File: src/rtl/risc_v_muldiv_seq_if.sv
// Start/done handshake and operand/result bus between the core and the
// sequential multiply/divide unit.
interface risc_v_muldiv_seq_if #(
    parameter int XLEN = 32
);
    logic            start;
    logic [2:0]      funct3;
    logic [XLEN-1:0] rs1;
    logic [XLEN-1:0] rs2;
    logic            kill;
    logic            ready;
    logic            done;
    logic [XLEN-1:0] rd;
    logic            fault;

    modport master (
        output start, funct3, rs1, rs2, kill,
        input  ready, done, rd, fault
    );

    modport slave (
        input  start, funct3, rs1, rs2, kill,
        output ready, done, rd, fault
    );
endinterface

File: src/rtl/risc_v_muldiv_seq.sv
// Sequential RV32M/RV64M unit: fixed-latency pipelined multiply, radix-2
// restoring divide, RISC-V divide-by-zero/overflow results, kill abort.
//
// state  | meaning
// S_IDLE | ready for a new op (also the done cycle)
// S_MUL  | waiting for the product to leave the multiply pipeline
// S_DIV  | one restoring quotient bit per cycle, MSB first
// S_FIX  | sign correction of quotient/remainder, then done
// S_SPEC | divide by zero or signed overflow, result precomputed at accept
// S_FLT  | divide op with divide support disabled, done with fault
module risc_v_muldiv_seq #(
    parameter int    XLEN           = 32,
    parameter int    MUL_LATENCY    = 2,
    parameter string EXTENSION_MDIV = "TRUE"
) (
    input  logic               i_clk,
    input  logic               i_rst,
    risc_v_muldiv_seq_if.slave io_bus
);

    localparam int              CW      = $clog2(XLEN);
    localparam bit              MDIV_EN = (EXTENSION_MDIV != "FALSE");
    localparam logic [XLEN-1:0] MIN_NEG = {1'b1, {(XLEN-1){1'b0}}};

    typedef enum logic [2:0] {
        S_IDLE,
        S_MUL,
        S_DIV,
        S_FIX,
        S_SPEC,
        S_FLT
    } state_t;

    state_t            r_state;
    logic              r_ready;
    logic              r_done;
    logic              r_fault;
    logic [XLEN-1:0]   r_rd;
    logic [CW-1:0]     r_cnt;
    logic [1:0]        r_f3;
    logic [XLEN-1:0]   r_q;
    logic [XLEN-1:0]   r_rem;
    logic [XLEN-1:0]   r_dvs;
    logic              r_q_neg;
    logic              r_r_neg;
    logic [2*XLEN-1:0] r_mpipe [MUL_LATENCY];

    logic              w_accept;
    logic              w_is_div;
    logic              w_sgn_div;
    logic              w_a_sx;
    logic              w_b_sx;
    logic [2*XLEN-1:0] w_ma;
    logic [2*XLEN-1:0] w_mb;
    logic [2*XLEN-1:0] w_prod;
    logic              w_a_neg;
    logic              w_b_neg;
    logic [XLEN-1:0]   w_abs_a;
    logic [XLEN-1:0]   w_abs_b;
    logic              w_b_zero;
    logic              w_ovf;
    logic [XLEN-1:0]   w_spec_res;
    logic [XLEN:0]     w_rem_sh;
    logic [XLEN:0]     w_sub;
    logic              w_keep;
    logic [XLEN-1:0]   w_mul_res;
    logic [XLEN-1:0]   w_q_fix;
    logic [XLEN-1:0]   w_r_fix;

    assign w_accept  = io_bus.start & r_ready & ~io_bus.kill;
    assign w_is_div  = io_bus.funct3[2];
    assign w_sgn_div = ~io_bus.funct3[0];

    // Operands extended past XLEN; only the low 2*XLEN product bits are ever
    // selected, so the extension stops there without changing those bits.
    assign w_a_sx = (io_bus.funct3 == 3'b001) || (io_bus.funct3 == 3'b010);
    assign w_b_sx = (io_bus.funct3 == 3'b001);
    assign w_ma   = {{XLEN{w_a_sx & io_bus.rs1[XLEN-1]}}, io_bus.rs1};
    assign w_mb   = {{XLEN{w_b_sx & io_bus.rs2[XLEN-1]}}, io_bus.rs2};
    assign w_prod = w_ma * w_mb;

    assign w_a_neg  = w_sgn_div & io_bus.rs1[XLEN-1];
    assign w_b_neg  = w_sgn_div & io_bus.rs2[XLEN-1];
    assign w_abs_a  = w_a_neg ? -io_bus.rs1 : io_bus.rs1;
    assign w_abs_b  = w_b_neg ? -io_bus.rs2 : io_bus.rs2;
    assign w_b_zero = (io_bus.rs2 == '0);
    assign w_ovf    = w_sgn_div && (io_bus.rs1 == MIN_NEG) && (io_bus.rs2 == '1);

    always_comb begin
        w_spec_res = '0;
        if (w_b_zero) begin
            w_spec_res = io_bus.funct3[1] ? io_bus.rs1 : '1;
        end else begin
            w_spec_res = io_bus.funct3[1] ? '0 : io_bus.rs1;
        end
    end

    assign w_rem_sh  = {r_rem, r_q[XLEN-1]};
    assign w_sub     = w_rem_sh - {1'b0, r_dvs};
    assign w_keep    = ~w_sub[XLEN];
    assign w_mul_res = (r_f3 == 2'b00) ? r_mpipe[MUL_LATENCY-1][XLEN-1:0]
                                       : r_mpipe[MUL_LATENCY-1][2*XLEN-1:XLEN];
    assign w_q_fix   = r_q_neg ? -r_q : r_q;
    assign w_r_fix   = r_r_neg ? -r_rem : r_rem;

    // Free-running: stage k holds the product of the operands seen k edges ago.
    always_ff @(posedge i_clk) begin
        r_mpipe[0] <= w_prod;
        for (int i = 1; i < MUL_LATENCY; i++) begin
            r_mpipe[i] <= r_mpipe[i-1];
        end
    end

    always_ff @(posedge i_clk) begin
        if (i_rst) begin
            r_state <= S_IDLE;
            r_ready <= 1'b1;
            r_done  <= 1'b0;
            r_fault <= 1'b0;
            r_rd    <= '0;
            r_cnt   <= '0;
        end else begin
            r_done  <= 1'b0;
            r_fault <= 1'b0;
            if (r_state != S_IDLE && io_bus.kill) begin
                r_state <= S_IDLE;
                r_ready <= 1'b1;
            end else begin
                case (r_state)
                    S_IDLE: begin
                        if (w_accept) begin
                            r_ready <= 1'b0;
                            r_f3    <= io_bus.funct3[1:0];
                            if (!w_is_div) begin
                                r_state <= S_MUL;
                                r_cnt   <= CW'(MUL_LATENCY-1);
                            end else if (!MDIV_EN) begin
                                r_state <= S_FLT;
                            end else if (w_b_zero || w_ovf) begin
                                r_state <= S_SPEC;
                                r_q     <= w_spec_res;
                            end else begin
                                r_state <= S_DIV;
                                r_cnt   <= CW'(XLEN-1);
                                r_q     <= w_abs_a;
                                r_rem   <= '0;
                                r_dvs   <= w_abs_b;
                                r_q_neg <= w_a_neg ^ w_b_neg;
                                r_r_neg <= w_a_neg;
                            end
                        end
                    end
                    S_MUL: begin
                        if (r_cnt == '0) begin
                            r_rd    <= w_mul_res;
                            r_done  <= 1'b1;
                            r_ready <= 1'b1;
                            r_state <= S_IDLE;
                        end else begin
                            r_cnt <= r_cnt - 1'b1;
                        end
                    end
                    S_DIV: begin
                        // r_q doubles as the dividend shifter and quotient collector.
                        r_rem <= w_keep ? w_sub[XLEN-1:0] : w_rem_sh[XLEN-1:0];
                        r_q   <= {r_q[XLEN-2:0], w_keep};
                        if (r_cnt == '0) begin
                            r_state <= S_FIX;
                        end else begin
                            r_cnt <= r_cnt - 1'b1;
                        end
                    end
                    S_FIX: begin
                        r_rd    <= r_f3[1] ? w_r_fix : w_q_fix;
                        r_done  <= 1'b1;
                        r_ready <= 1'b1;
                        r_state <= S_IDLE;
                    end
                    S_SPEC: begin
                        r_rd    <= r_q;
                        r_done  <= 1'b1;
                        r_ready <= 1'b1;
                        r_state <= S_IDLE;
                    end
                    S_FLT: begin
                        r_rd    <= '0;
                        r_fault <= 1'b1;
                        r_done  <= 1'b1;
                        r_ready <= 1'b1;
                        r_state <= S_IDLE;
                    end
                    default: begin
                        r_state <= S_IDLE;
                        r_ready <= 1'b1;
                    end
                endcase
            end
        end
    end

    assign io_bus.ready = r_ready;
    assign io_bus.done  = r_done;
    assign io_bus.rd    = r_rd;
    assign io_bus.fault = r_fault;

endmodule

File: src/flat_wrapper.sv
// flat-port wrapper written by rule: the top's interface ports become plain ports
module risc_v_muldiv_seq_flat 
#(
    parameter int    XLEN           = 32,
    parameter int    MUL_LATENCY    = 2,
    parameter string EXTENSION_MDIV = "    "
)
  (i_clk, i_rst, io_bus_start, io_bus_funct3, io_bus_rs1, io_bus_rs2, io_bus_kill, io_bus_ready, io_bus_done, io_bus_rd, io_bus_fault);
  risc_v_muldiv_seq_if #(.XLEN(XLEN)) io_bus_i ();
  input  logic i_clk;
  input  logic i_rst;
  input wire logic [$bits(io_bus_i.start)-1:0] io_bus_start;
  input wire logic [$bits(io_bus_i.funct3)-1:0] io_bus_funct3;
  input wire logic [$bits(io_bus_i.rs1)-1:0] io_bus_rs1;
  input wire logic [$bits(io_bus_i.rs2)-1:0] io_bus_rs2;
  input wire logic [$bits(io_bus_i.kill)-1:0] io_bus_kill;
  output wire logic [$bits(io_bus_i.ready)-1:0] io_bus_ready;
  output wire logic [$bits(io_bus_i.done)-1:0] io_bus_done;
  output wire logic [$bits(io_bus_i.rd)-1:0] io_bus_rd;
  output wire logic [$bits(io_bus_i.fault)-1:0] io_bus_fault;
  assign io_bus_i.start = io_bus_start;
  assign io_bus_i.funct3 = io_bus_funct3;
  assign io_bus_i.rs1 = io_bus_rs1;
  assign io_bus_i.rs2 = io_bus_rs2;
  assign io_bus_i.kill = io_bus_kill;
  assign io_bus_ready = io_bus_i.ready;
  assign io_bus_done = io_bus_i.done;
  assign io_bus_rd = io_bus_i.rd;
  assign io_bus_fault = io_bus_i.fault;
  risc_v_muldiv_seq #(.XLEN(XLEN), .MUL_LATENCY(MUL_LATENCY), .EXTENSION_MDIV(EXTENSION_MDIV)) u_core (.i_clk(i_clk), .i_rst(i_rst), .io_bus(io_bus_i));
endmodule
File: config.mk
export PLATFORM = sky130hd
export DESIGN_NAME = risc_v_muldiv_seq_flat
export DESIGN_NICKNAME = d
export VERILOG_FILES = /design/src/rtl/risc_v_muldiv_seq_if.sv /design/src/rtl/risc_v_muldiv_seq.sv /design/src/flat_wrapper.sv
export SDC_FILE = /design/constraint.sdc
export NUM_CORES = 2
export LEC_CHECK = 0
export ABC_CLOCK_PERIOD_IN_PS = 10100
export BUFFER_PORTS_ARGS = -buffer_cell sky130_fd_sc_hd__buf_2
export CAP_MARGIN = 20
export CORE_ASPECT_RATIO = 0.8
export CORE_MARGIN = 2
export CORE_UTILIZATION = 43
export DETAILED_ROUTE_END_ITERATION = 8
export PLACE_DENSITY_LB_ADDON = 0.08
export SLEW_MARGIN = 5
export SYNTH_ARGS = -nofsm -noshare
export SYNTH_HDL_FRONTEND = slang
export SYNTH_SLANG_ARGS = --single-unit
File: constraint.sdc
create_clock -name i_clk -period 10.1 [get_ports i_clk]
set_input_delay 1.515 -clock i_clk [delete_from_list [all_inputs] [get_ports i_clk]]
set_output_delay 1.515 -clock i_clk [all_outputs]
set_load 0.01 [all_outputs]
# After elaboration in Yosys (flattened, before gate mapping)
# Memories as Yosys holds them, arrays and structs flattened.
# Index checks and enable logic that the tools add are counted.
[classes]
multipliers = 1
mux = 37
div_mod_pow = 0
shift = 0
addsub = 6
n_lt_le_gt_ge = 0
bitwise = 14
n_eq_ne = 16
reduce_logical = 24
[op_table]
columns = ["operator", "n"]
rows = [
  ["$mux W32", 17],
  ["$neg A32 Y32", 4],
  ["$pmux W32 S2", 2],
  ["$pmux W32 S4", 1],
  ["$eq A32 B32 Y1 const B", 2],
  ["$mul A33 B33 Y64", 1],
  ["$sub A33 B32 Y33", 1],
  ["$logic_not A32 Y1", 1],
  ["$mux W5", 4],
  ["$mux W3", 5],
  ["$reduce_and A6 Y1", 2],
  ["$pmux W5 S2", 1],
  ["$reduce_and A5 Y1", 2],
  ["$eq A3 B2 Y1 const B", 3],
  ["$pmux W3 S3", 1],
  ["$reduce_and A3 Y1", 3],
  ["$not A1 Y1", 7],
  ["$and A1 B1 Y1", 6],
  ["$eq A3 B1 Y1 const B", 2],
  ["$eq A3 B3 Y1 const B", 2],
  ["$ne A2 B1 Y1 const B", 3],
  ["$ne A2 B2 Y1 const B", 3],
  ["$logic_not A5 Y1", 1],
  ["$sub A5 B1 Y5 const B", 1],
  ["15 further kinds", 23],
]
[totals]
out_inout_bits = 35
mem_bits_rw = 128
n_memories = 1
wordCells = 111
inputBits = 71
register_bits = 143
latchBits = 0
mem_bits_ro = 0
[mem_list]
columns = ["memory", "depth", "width", "rd", "rd_ports_with_merged_regs", "write_ports", "line_no", "text"]
rows = [
  ["u_core.r_mpipe", 2, 64, 2, 0, 2, "risc_v_muldiv_seq.sv:46", "logic [2*XLEN-1:0] r_mpipe [MUL_LATENCY];"],
]

# Logic depth before layout (Yosys ltp)
[depth]
ltp_word = 8
ltp_mapped = 32

# Worst setup path after synthesis
# Ideal clock, no wire load.
[synth_timing]
kind = "input -> register"
startpoint = "input port io_bus_funct3[1]"
endpoint = "memory u_core.r_mpipe[0][61] (netlist name)"
path_slack_ps = 607
arrival_ps = 9361
setup_ps = 132
n_path_buf = 2
path_stages = 28
required_time_ps = 9968
path_cell_list = "clkbuf_1 -> xnor2_1 -> nor3b_1 -> clkbuf_1 -> nand2_1 -> fa_1 -> fa_1 -> inv_1 -> fa_1 -> inv_1 -> fa_1 -> inv_1 -> fa_1 -> fa_1 -> fa_1 -> inv_1 -> fa_1 -> inv_1 -> ha_1 -> a21o_1 -> a21o_1 -> a2111oi_0 -> nor3_1 -> a41oi_1 -> a21oi_1 -> nor2_1 -> a311oi_1 -> xor2_1"
[synth_rtl]
columns = ["item", "line_no", "text"]
rows = [
  ["start, declared", "flat_wrapper.sv:13", "input wire logic [$bits(io_bus_i.funct3)-1:0] io_bus_funct3;"],
  ["end, declared", "risc_v_muldiv_seq.sv:46", ""],
]

==> impl_metrics.py <==
metrics = {
    "outcome": {
        "status": "complete, no violations",
    },
    "timing": {
        "setup_tns_ns": 0,
        "min_period_ns": 9.25,
        "fin_skew_ns": 0.0340,
        "finalCritPeriodShare": 0.916,
        "max_freq_mhz": 108,
        "rsz0062_at_grt": "no",
        "finalHoldViolCount": 0,
        "setup_viol": 0,
        "slew_violations": 0,
        "worst_pin_slew_ns": 1.21,
        "relSlewSlack": 0.190,
    },
    "drt": {
        "viasPerCell": 5.31,
        "drt_iter0_drc": 3086,
        "wl_um": 172000,
        "vias": 39000,
        "route.detailed.drc": 0,
        "first_pass_iters": 8,
        "ant_nets": 0,
        "wl_per_cell_um": 23.4,
    },
    "worst_setup_path": {
        "critPathMaxStageDelay_ns": 0.84,
        "critPathSlowestCell": "buf_2",
        "cp_top_family": "adder cells",
        "rr_worst_depth": 14,
        "crit_start": "io_bus_rs1[10]",
        "r2r_start": "u_core.r_q[31]",
        "crit_buf_inv": 6,
        "worstPathRequired_ns": 10.57,
        "worst_r2r_endpoint": "u_core.r_q[0]",
        "cp_max_fo": 29,
        "arrival_ns": 9.72,
        "crit_cells": 25,
        "critPathCapture": "u_core.r_mpipe[0][63]",
        "endpoint_kind": "flop",
        "path_class": "input port to flop",
        "setup.worst_path.start_class": "input port",
        "path_common_cell": "fa_1",
        "regToRegSetupSlack_ns": 5.35,
    },
    "grt": {
        "antenna_found_initial": 20,
        "track_usage": 0.287,
        "grt_max_degree": 66,
        "grt_pass1_vias": 40900,
        "grt_pass1_wl_um": 264000,
        "grt-ovfl-total": 0,
    },
    "final_layout": {
        "nNetsFinal": 7162,
        "drive_gt1_frac": 0.0593,
        "areaGrowthSynthToFinish_pct": 6.80,
        "nFillCells": 11700,
        "multi_input_area_um2": 39500,
        "regArea_um2": 6430,
        "postLayoutCoreUtil": 0.465,
    },
    "cts": {
        "cts_buffer_depth": 3,
        "cts_tree": "done",
        "cts-htree-levels": 1,
        "cts_setup_buffers": 0,
        "post_cts_resized": 0,
        "cts-root-buf": "clkbuf_16",
        "cts.sinks": 271,
        "path_clk_slew_ns": 0.07,
        "numCtsBuffers": 29,
        "clk_latency_ns": 0.60,
        "cts_hold_buffers": 0,
    },
    "synth": {
        "synth_edf_count": 100,
        "synthMuxAreaShare": 0.00656,
        "synth_area_um2": 51900,
        "yosys_warnings": 0,
        "yosys.area_share.simple": 0.151,
        "synth_xor_xnor_area_share": 0.0351,
        "synthFlopType": "dfxtp_1",
        "ys_top_cells_by_area": "fa_1 43%, inv_1 8.9%, nand2_1 6.9%, dfxtp_1 6.6%, ha_1 6.0%",
        "synthArstFlopShare": 0,
        "syn_area_per_cell_um2": 8.96,
        "synth_compound_area_frac": 0.0725,
        "ys_types": 81,
        "synth-seq-cells": 271,
        "ys_seq_area_frac": 0.124,
        "synthCells": 5793,
        "synth_top_area_share": 0.434,
        "synth_top_area_cell": "fa_1",
        "synthesis.nets": 7241,
        "synth_fa_ha_area_frac": 0.495,
        "synth_top_family_by_area": "adder cells",
    },
    "hold_path": {
        "hold_path_class": "flop to flop",
    },
    "place": {
        "port_buffers": 105,
        "hpwl_um": 138000,
        "gp_congestion": 0.909,
    },
    "floorplanning": {
        "die_w_um": 392,
        "ios": 106,
        "placementRows": 113,
        "coreArea_um2": 119000,
        "start_util": 0.436,
        "dieHeight_um": 315,
        "dieArea_um2": 124000,
    },
    "run": {
        "drv_cap": 0,
    },
}
[how the worst min path moves through the flow]
stage                                startpoint                      to  slack (ns)  cells after the start
after floorplan           u_core.r_mpipe[0][36]  u_core.r_mpipe[0][100]        0.31                      0
after global routing      u_core.r_mpipe[0][33]   u_core.r_mpipe[0][97]        0.33                      0
after detailed placement  u_core.r_mpipe[0][39]  u_core.r_mpipe[0][103]        0.31                      0
after global placement    u_core.r_mpipe[0][58]  u_core.r_mpipe[0][122]        0.31                      0
final                      u_core.r_mpipe[0][6]   u_core.r_mpipe[0][70]        0.32                      0
after CTS                  u_core.r_mpipe[0][6]   u_core.r_mpipe[0][70]        0.32                      0
[area by class of cell]
type,count,share of cell area
Antenna cell,4,0.000181
Clock buffer,41,0.0167
Clock inverter,13,0.00309
Inverter,1228,0.0831
Multi-Input combinational cell,3935,0.712
Sequential cell,271,0.116
Tap cell,1610,0.0363
Timing Repair Buffer,249,0.0322
[worst reg2reg max path, cell delays in order (launching register included)]
cell and delay, ns:
edfxtp_1 0.54, inv_1 0.09, ha_1 0.22, fa_1 0.39
and2b_1 0.26, o2111ai_1 0.19, a41o_1 0.33, a2111o_1 0.49
a211oi_2 0.32, o21bai_1 0.17, a21o_1 0.23, a211oi_4 0.44
buf_4 0.41, or2_1 0.27, o21ai_0 0.12
[cell families (layout without fill, tap and decap cells)]
kind of cell | Yosys count | count (layout)
mux | 34 | 34
xor+xnor | 208 | 208
flops | 271 | 271
compound gates | 591 | 591
fa+ha+maj | 1377 | 1377
buf+inv | 1587 | 1531
other cells | 0 | 4
simple gates | 1725 | 1725
[cell usage after synthesis, drive strengths merged, types with 21 or more instances]
cell,n
xor2,84
or3,27
edfxtp,100
fa,1126
ha,251
mux2i,34
and2,299
nand3,38
o21ai,134
a21o,46
a21oi,198
inv,1228
nand2,955
buf,81
a211oi,38
a221oi,27
xnor2,124
nor2,229
o31ai,29
nor3,36
clkbuf,278
nor2b,21
dfxtp,171
[sequential cells by signal, summed over array words and instances (netlist names)]
register             count
u_core.r_mpipe         128
u_core.r_rem            32
u_core.io_bus.fault      1
u_core.r_cnt             5
u_core.io_bus.rd        32
u_core.r_q_neg           1
u_core.io_bus.ready      1
u_core.r_state           3
u_core.r_r_neg           1
u_core.r_f3              2
u_core.r_q              32
u_core.io_bus.done       1
u_core.r_dvs            32
[layer usage]
layer,vias up,routed length (um),GRT usage
met5,-,30,0
met4,4,3560,0.0533
met3,182,13500,0.0437
met2,1470,74000,0.431
met1,20100,81000,0.441
li1,17200,-,-
[stage by stage]
step / cell area, um^2 / setup WS, ns / std cells / hold WS, ns
floorplan: 51900 / 0.607 / 5793 / 0.310
global placement: 54300 / 0.355 / 7290 / 0.310
detailed placement: 54300 / 0.340 / 7293 / 0.312
CTS: 55400 / 0.932 / 7347 / 0.319
global route: 55400 / 0.334 / 7349 / 0.330
finish: 55400 / 0.851 / 7351 / 0.318
[placed cells by master, fill, tap and decap left out, types with 12 or more instances in the layout]
| master | instances |
|---|---|
| a211oi_1 | 35 |
| a21o_1 | 46 |
| a21oi_1 | 197 |
| a221oi_1 | 26 |
| a31oi_1 | 17 |
| and2_1 | 299 |
| buf_12 | 13 |
| buf_2 | 105 |
| buf_4 | 129 |
| clkbuf_16 | 35 |
| dfxtp_1 | 171 |
| edfxtp_1 | 100 |
| fa_1 | 1126 |
| ha_1 | 251 |
| inv_1 | 1227 |
| mux2i_1 | 34 |
| nand2_1 | 953 |
| nand2b_1 | 18 |
| nand3_1 | 37 |
| nand4_1 | 19 |
| nor2_1 | 225 |
| nor2b_1 | 20 |
| nor3_1 | 35 |
| nor4_1 | 14 |
| o21a_1 | 14 |
| o21ai_0 | 124 |
| o21bai_1 | 12 |
| o31ai_1 | 28 |
| o41ai_1 | 12 |
| or2_2 | 12 |
| or3_1 | 27 |
| or4_1 | 15 |
| xnor2_1 | 124 |
| xor2_1 | 84 |
Power is not shown: default switching activity piles up to over one toggle a cycle in this logic, so the estimate is an artifact.
